**src/rtl/counter_modn_if.sv**
```systemverilog
// rtl/counter_modn_if.sv - control and status bundle for the modulo-N counter
interface counter_modn_if #(
  parameter int WIDTH = 4
);
  logic             en;
  logic             load;
  logic             mode;
  logic             hold;
  logic [WIDTH-1:0] data_in;
  logic [WIDTH-1:0] data_out;
  logic             tc;
  logic             load_err;
  logic             done;

  modport master (
    output en, load, mode, hold, data_in,
    input  data_out, tc, load_err, done
  );

  modport slave (
    input  en, load, mode, hold, data_in,
    output data_out, tc, load_err, done
  );
endinterface

```
**src/rtl/counter_modn.sv**
```systemverilog
// rtl/counter_modn.sv - modulo-N up/down counter with load clamping, wrap/hold and tc pulse
module counter_modn #(
  parameter int WIDTH   = 4,
  parameter int MODULUS = 12
) (
  input  logic           clk,
  input  logic           rst,
  counter_modn_if.slave  bus
);

  if (MODULUS < 2 || MODULUS > (1 << WIDTH)) begin : g_bad_modulus
    $error("counter_modn: MODULUS %0d illegal for WIDTH %0d", MODULUS, WIDTH);
  end

  // One extra bit so MODULUS == 2**WIDTH is representable in the compares.
  localparam logic [WIDTH:0]   MOD_EXT  = (WIDTH+1)'(MODULUS);
  localparam logic [WIDTH:0]   TERM_EXT = MOD_EXT - (WIDTH+1)'(1);
  localparam logic [WIDTH-1:0] TERM     = TERM_EXT[WIDTH-1:0];

  logic [WIDTH-1:0] count_q, count_d;
  logic             tc_q, tc_d;
  logic             err_q, err_d;
  logic             done_q, done_d;
  logic             in_range;
  logic             at_top;
  logic             at_zero;

  assign in_range = ({1'b0, bus.data_in} < MOD_EXT);
  assign at_top   = ({1'b0, count_q} == TERM_EXT);
  assign at_zero  = (count_q == '0);

  always_comb begin
    count_d = count_q;
    tc_d    = 1'b0;
    err_d   = 1'b0;
    done_d  = done_q;
    if (bus.load) begin
      count_d = in_range ? bus.data_in : TERM;
      err_d   = ~in_range;
      done_d  = 1'b0;
    end else if (bus.en) begin
      if (bus.mode) begin
        if (!at_top) begin
          count_d = count_q + WIDTH'(1);
        end else if (bus.hold) begin
          done_d = 1'b1;
        end else begin
          count_d = '0;
          tc_d    = 1'b1;
        end
      end else begin
        if (!at_zero) begin
          count_d = count_q - WIDTH'(1);
        end else if (bus.hold) begin
          done_d = 1'b1;
        end else begin
          count_d = TERM;
          tc_d    = 1'b1;
        end
      end
      // Any movement means the counter is no longer parked.
      if (count_d != count_q) begin
        done_d = 1'b0;
      end
    end
  end

  always_ff @(posedge clk) begin
    if (rst) begin
      count_q <= '0;
      tc_q    <= 1'b0;
      err_q   <= 1'b0;
      done_q  <= 1'b0;
    end else begin
      count_q <= count_d;
      tc_q    <= tc_d;
      err_q   <= err_d;
      done_q  <= done_d;
    end
  end

  assign bus.data_out = count_q;
  assign bus.tc       = tc_q;
  assign bus.load_err = err_q;
  assign bus.done     = done_q;

endmodule

```
**src/flat_wrapper.sv**
```systemverilog
// flat-port wrapper written by rule: the top's interface ports become plain ports
module counter_modn_flat 
#(
  parameter int WIDTH   = 4,
  parameter int MODULUS = 12
)
  (clk, rst, bus_en, bus_load, bus_mode, bus_hold, bus_data_in, bus_data_out, bus_tc, bus_load_err, bus_done);
  counter_modn_if #(.WIDTH(WIDTH)) bus_i ();
  input  logic clk;
  input  logic rst;
  input wire logic [$bits(bus_i.en)-1:0] bus_en;
  input wire logic [$bits(bus_i.load)-1:0] bus_load;
  input wire logic [$bits(bus_i.mode)-1:0] bus_mode;
  input wire logic [$bits(bus_i.hold)-1:0] bus_hold;
  input wire logic [$bits(bus_i.data_in)-1:0] bus_data_in;
  output wire logic [$bits(bus_i.data_out)-1:0] bus_data_out;
  output wire logic [$bits(bus_i.tc)-1:0] bus_tc;
  output wire logic [$bits(bus_i.load_err)-1:0] bus_load_err;
  output wire logic [$bits(bus_i.done)-1:0] bus_done;
  assign bus_i.en = bus_en;
  assign bus_i.load = bus_load;
  assign bus_i.mode = bus_mode;
  assign bus_i.hold = bus_hold;
  assign bus_i.data_in = bus_data_in;
  assign bus_data_out = bus_i.data_out;
  assign bus_tc = bus_i.tc;
  assign bus_load_err = bus_i.load_err;
  assign bus_done = bus_i.done;
  counter_modn #(.WIDTH(WIDTH), .MODULUS(MODULUS)) u_core (.clk(clk), .rst(rst), .bus(bus_i));
endmodule
```
**config.mk**
```make
export PLATFORM = sky130hd
export DESIGN_NAME = counter_modn_flat
export DESIGN_NICKNAME = d
export VERILOG_FILES = /design/src/rtl/counter_modn_if.sv /design/src/rtl/counter_modn.sv /design/src/flat_wrapper.sv
export SDC_FILE = /design/constraint.sdc
export NUM_CORES = 1
export LEC_CHECK = 0
export ABC_AREA = 0
export CAP_MARGIN = 20
export CELL_PAD_IN_SITES_DETAIL_PLACEMENT = 1
export CELL_PAD_IN_SITES_GLOBAL_PLACEMENT = 2
export CORE_ASPECT_RATIO = 0.7
export CORE_MARGIN = 5
export CORE_UTILIZATION = 28
export CTS_CLUSTER_DIAMETER = 50
export DETAILED_ROUTE_END_ITERATION = 10
export MAX_ROUTING_LAYER = met4
export PLACE_DENSITY = 0.85
export SETUP_SLACK_MARGIN = 0.1
export SKIP_LAST_GASP = 1
export SLEW_MARGIN = 10
export SYNTH_ARGS = -nofsm -noshare
export SYNTH_HDL_FRONTEND = slang
export SYNTH_SLANG_ARGS = --single-unit
export TNS_END_PERCENT = 20
```
**constraint.sdc**
```tcl
create_clock -name clk -period 4.46 [get_ports clk]
set_clock_uncertainty 0.15 [all_clocks]
set_input_delay 0.669 -clock clk [delete_from_list [all_inputs] [get_ports clk]]
set_output_delay 0.669 -clock clk [all_outputs]
set_load 0.01 [all_outputs]
```
==> metrics.txt <==
Buffers on Ports 16; clock buffer count from CTS 3; # nets final 100; Tcrit/Tclk final 0.5125; R2R cell count 6; antenna violations before repair 0; post-synthesis compound-gate area fraction 0.2657; insertion delay to the later sink of the worst-skew pair 0.25 ns; CP Max Fanout 11; largest net degree at the start of global routing 14; Total Routing Usage GR 0.1242; Slew Limit Fails 0; DRC 0; CP Launch Type flop; largest stage delay on the critical path 0.63 ns; die area 3257 um^2; P&R area growth vs syn 30.63%; Mapped Cells 71; RSZ-0062 raised after global routing false; number of global-route vias before repair 616; most instantiated cells after synthesis 7 x dfxtp_1, 5 x a21oi_1, 5 x nand2b_1; Seq cells post-synth 7; kind of critical path flop to output port; Site Rows 14; # resized after CTS 0; TritonRoute pass-1 iters 4; Synth Net Count 83; adder-cell share of the synthesized area 0.04057; TritonCTS clock tree yes; mux contribution to synthesized area 0.05274; IO Count 17; count of final hold-check violations 0; setup_tns 0 ns; Final Setup Violations 0; final core occ 0.3802; Avg Cell Area, Syn 8.688 um^2; die width 66.10 um; share of the synthesized area in the top cell type 0.2272; Vias/cell 5.185; # diodes 0; Least-Margin Pin Slew 0.4295 ns; outcome completed; Starting Density 0.2910; Final ANT Viol Nets 0; ys async rst share 0; YS warnings 0; Post-CTS Hold Buffers 0; pwr dens 246.4 nW/um^2; CTS sink cnt 7; 1st-iter DRT viols 35; postcts setup bufs 0; final worst setup slack 2.174 ns; fmax 437.5 MHz; max_cap viols 0; detailed-route via count 617; Slew headroom 0.7133; Post-Synth XOR/XNOR Area 0.01420; Tmin final 2.286 ns; clk buf depth 2; Final Cell Area 805.8 um^2; first-pass GRT wire length 2994 um; ys flop type dfxtp_1; Setup crit end kind output port; clk slew on worst S/H paths 0.05 ns; Critical Path Slowest Stage Cell clkdlybuf4s50_1; DP Wirelength 1420 um; crit-path leading delay family buffers and inverters; Critical Path RT 3.64 ns; Die Ht 49.27 um; GPL Wtd Cong 0.7618; wirelength, routed 1726 um; post-synth top area cell dfxtp_1; Pleak 0.2734 nW; GRT overflow 0; hold depth 2; critical path arrival 1.47 ns; worst hold path class flop to flop; Placeable Area 2120 um^2; CP cell instances clkdlybuf4s50_1; Peak VDD IR 0.00009727 V; Root Driver clkbuf_4; Setup WS pre-CTS 2.120 ns; fraction of layout cells with a size suffix above 1 0.1149; count leader, synth dfxtp_1; Worst Path Buf+Inv 1; register area share after synthesis 0.2272; EDFF count, synth 0; WL/cell 14.50 um; Syn Std Cell Area 616.8 um^2; largest cells by area after synthesis dfxtp_1 23%, nand2b_1 5.1%, nand3b_1 4.9%; Distinct cells, synth 37; H-tree depth 1; largest family of logic cells by synthesized area simple AND/OR/NAND/NOR gates; cell count along the critical path 1; simple logic cell fraction of the synthesized area 0.3205; Post-Place Cell Area 779.5 um^2
## final cells by class
cell class	count	area, um^2
flip-flops and latches	7	140.1
well taps	32	40.04
inverters	3	11.26
clock buffers	4	26.28
fillers	266	1314
repair buffers	16	160.2
multi-input cells	57	427.9
## cell usage in the layout, fill, tap and decap left out, types with 2 or more instances in the layout
cell / netlist / final
a211oi_1: 2 / 2
a21oi_1: 5 / 5
a31oi_1: 2 / 2
clkbuf_4: 0 / 3
clkdlybuf4s50_1: 0 / 16
dfxtp_1: 7 / 7
ha_1: 2 / 2
inv_1: 3 / 3
mux2_1: 2 / 2
nand2_1: 2 / 2
nand2b_1: 5 / 5
nand3_1: 2 / 2
nand3b_1: 4 / 4
nor2_1: 3 / 3
nor3_1: 2 / 2
o21ai_0: 4 / 4
or2b_1: 2 / 2
## flip-flops by register name, indices dropped and copies added (netlist names)
| register | count |
|---|---|
| u_core.bus.data_out | 4 |
| u_core.bus.done | 1 |
| u_core.bus.load_err | 1 |
| u_core.bus.tc | 1 |
## metrics by stage
stage / instances / hold WS, ns / power (W)
after floorplan: 71 / 0.3392 / 0.0001152
after global placement: 115 / 0.3255 / 0.0001391
after detailed placement: 115 / 0.3217 / 0.0001401
after CTS: 119 / 0.3349 / 0.0002026
after global routing: 119 / 0.3586 / 0.0002141
final: 119 / 0.3361 / 0.0001985
## logic make-up after synthesis
group                      count (synthesis)
and+or+nand+nor                           30
AOI/OAI and AO/OA                         21
buffers and inverters                      7
DFF                                        7
muxes                                      3
adders and majority gates                  2
xor gates and xnor gates                   1
## report_power, final
group,total [W],internal [W],switching [W]
Clock,0.0000597,0.0000343,0.0000254
Combinational,0.0000650,0.0000327,0.0000323
Sequential,0.0000738,0.0000662,0.00000762
## routing by layer
layer  part of all wire  global-route usage  up-vias
met5                  0                   -        -
met3              0.054             0.04378        2
met1               0.54              0.1828      292
met2               0.40              0.1516       20
li1                   -                   -      303
met4             0.0052             0.04054        0
## worst paths after layout
kind / slack [ns] / end / start
worst max-delay path: 2.17 / bus_data_out[2] / u_core.bus.data_out[2]
worst min-delay path: 0.34 / u_core.bus.done / u_core.bus.done
worst max register to register: 2.67 / u_core.bus.done / u_core.bus.data_out[1]
worst min register to register: 0.34 / u_core.bus.done / u_core.bus.done
Power figures use the tool's default switching activity.
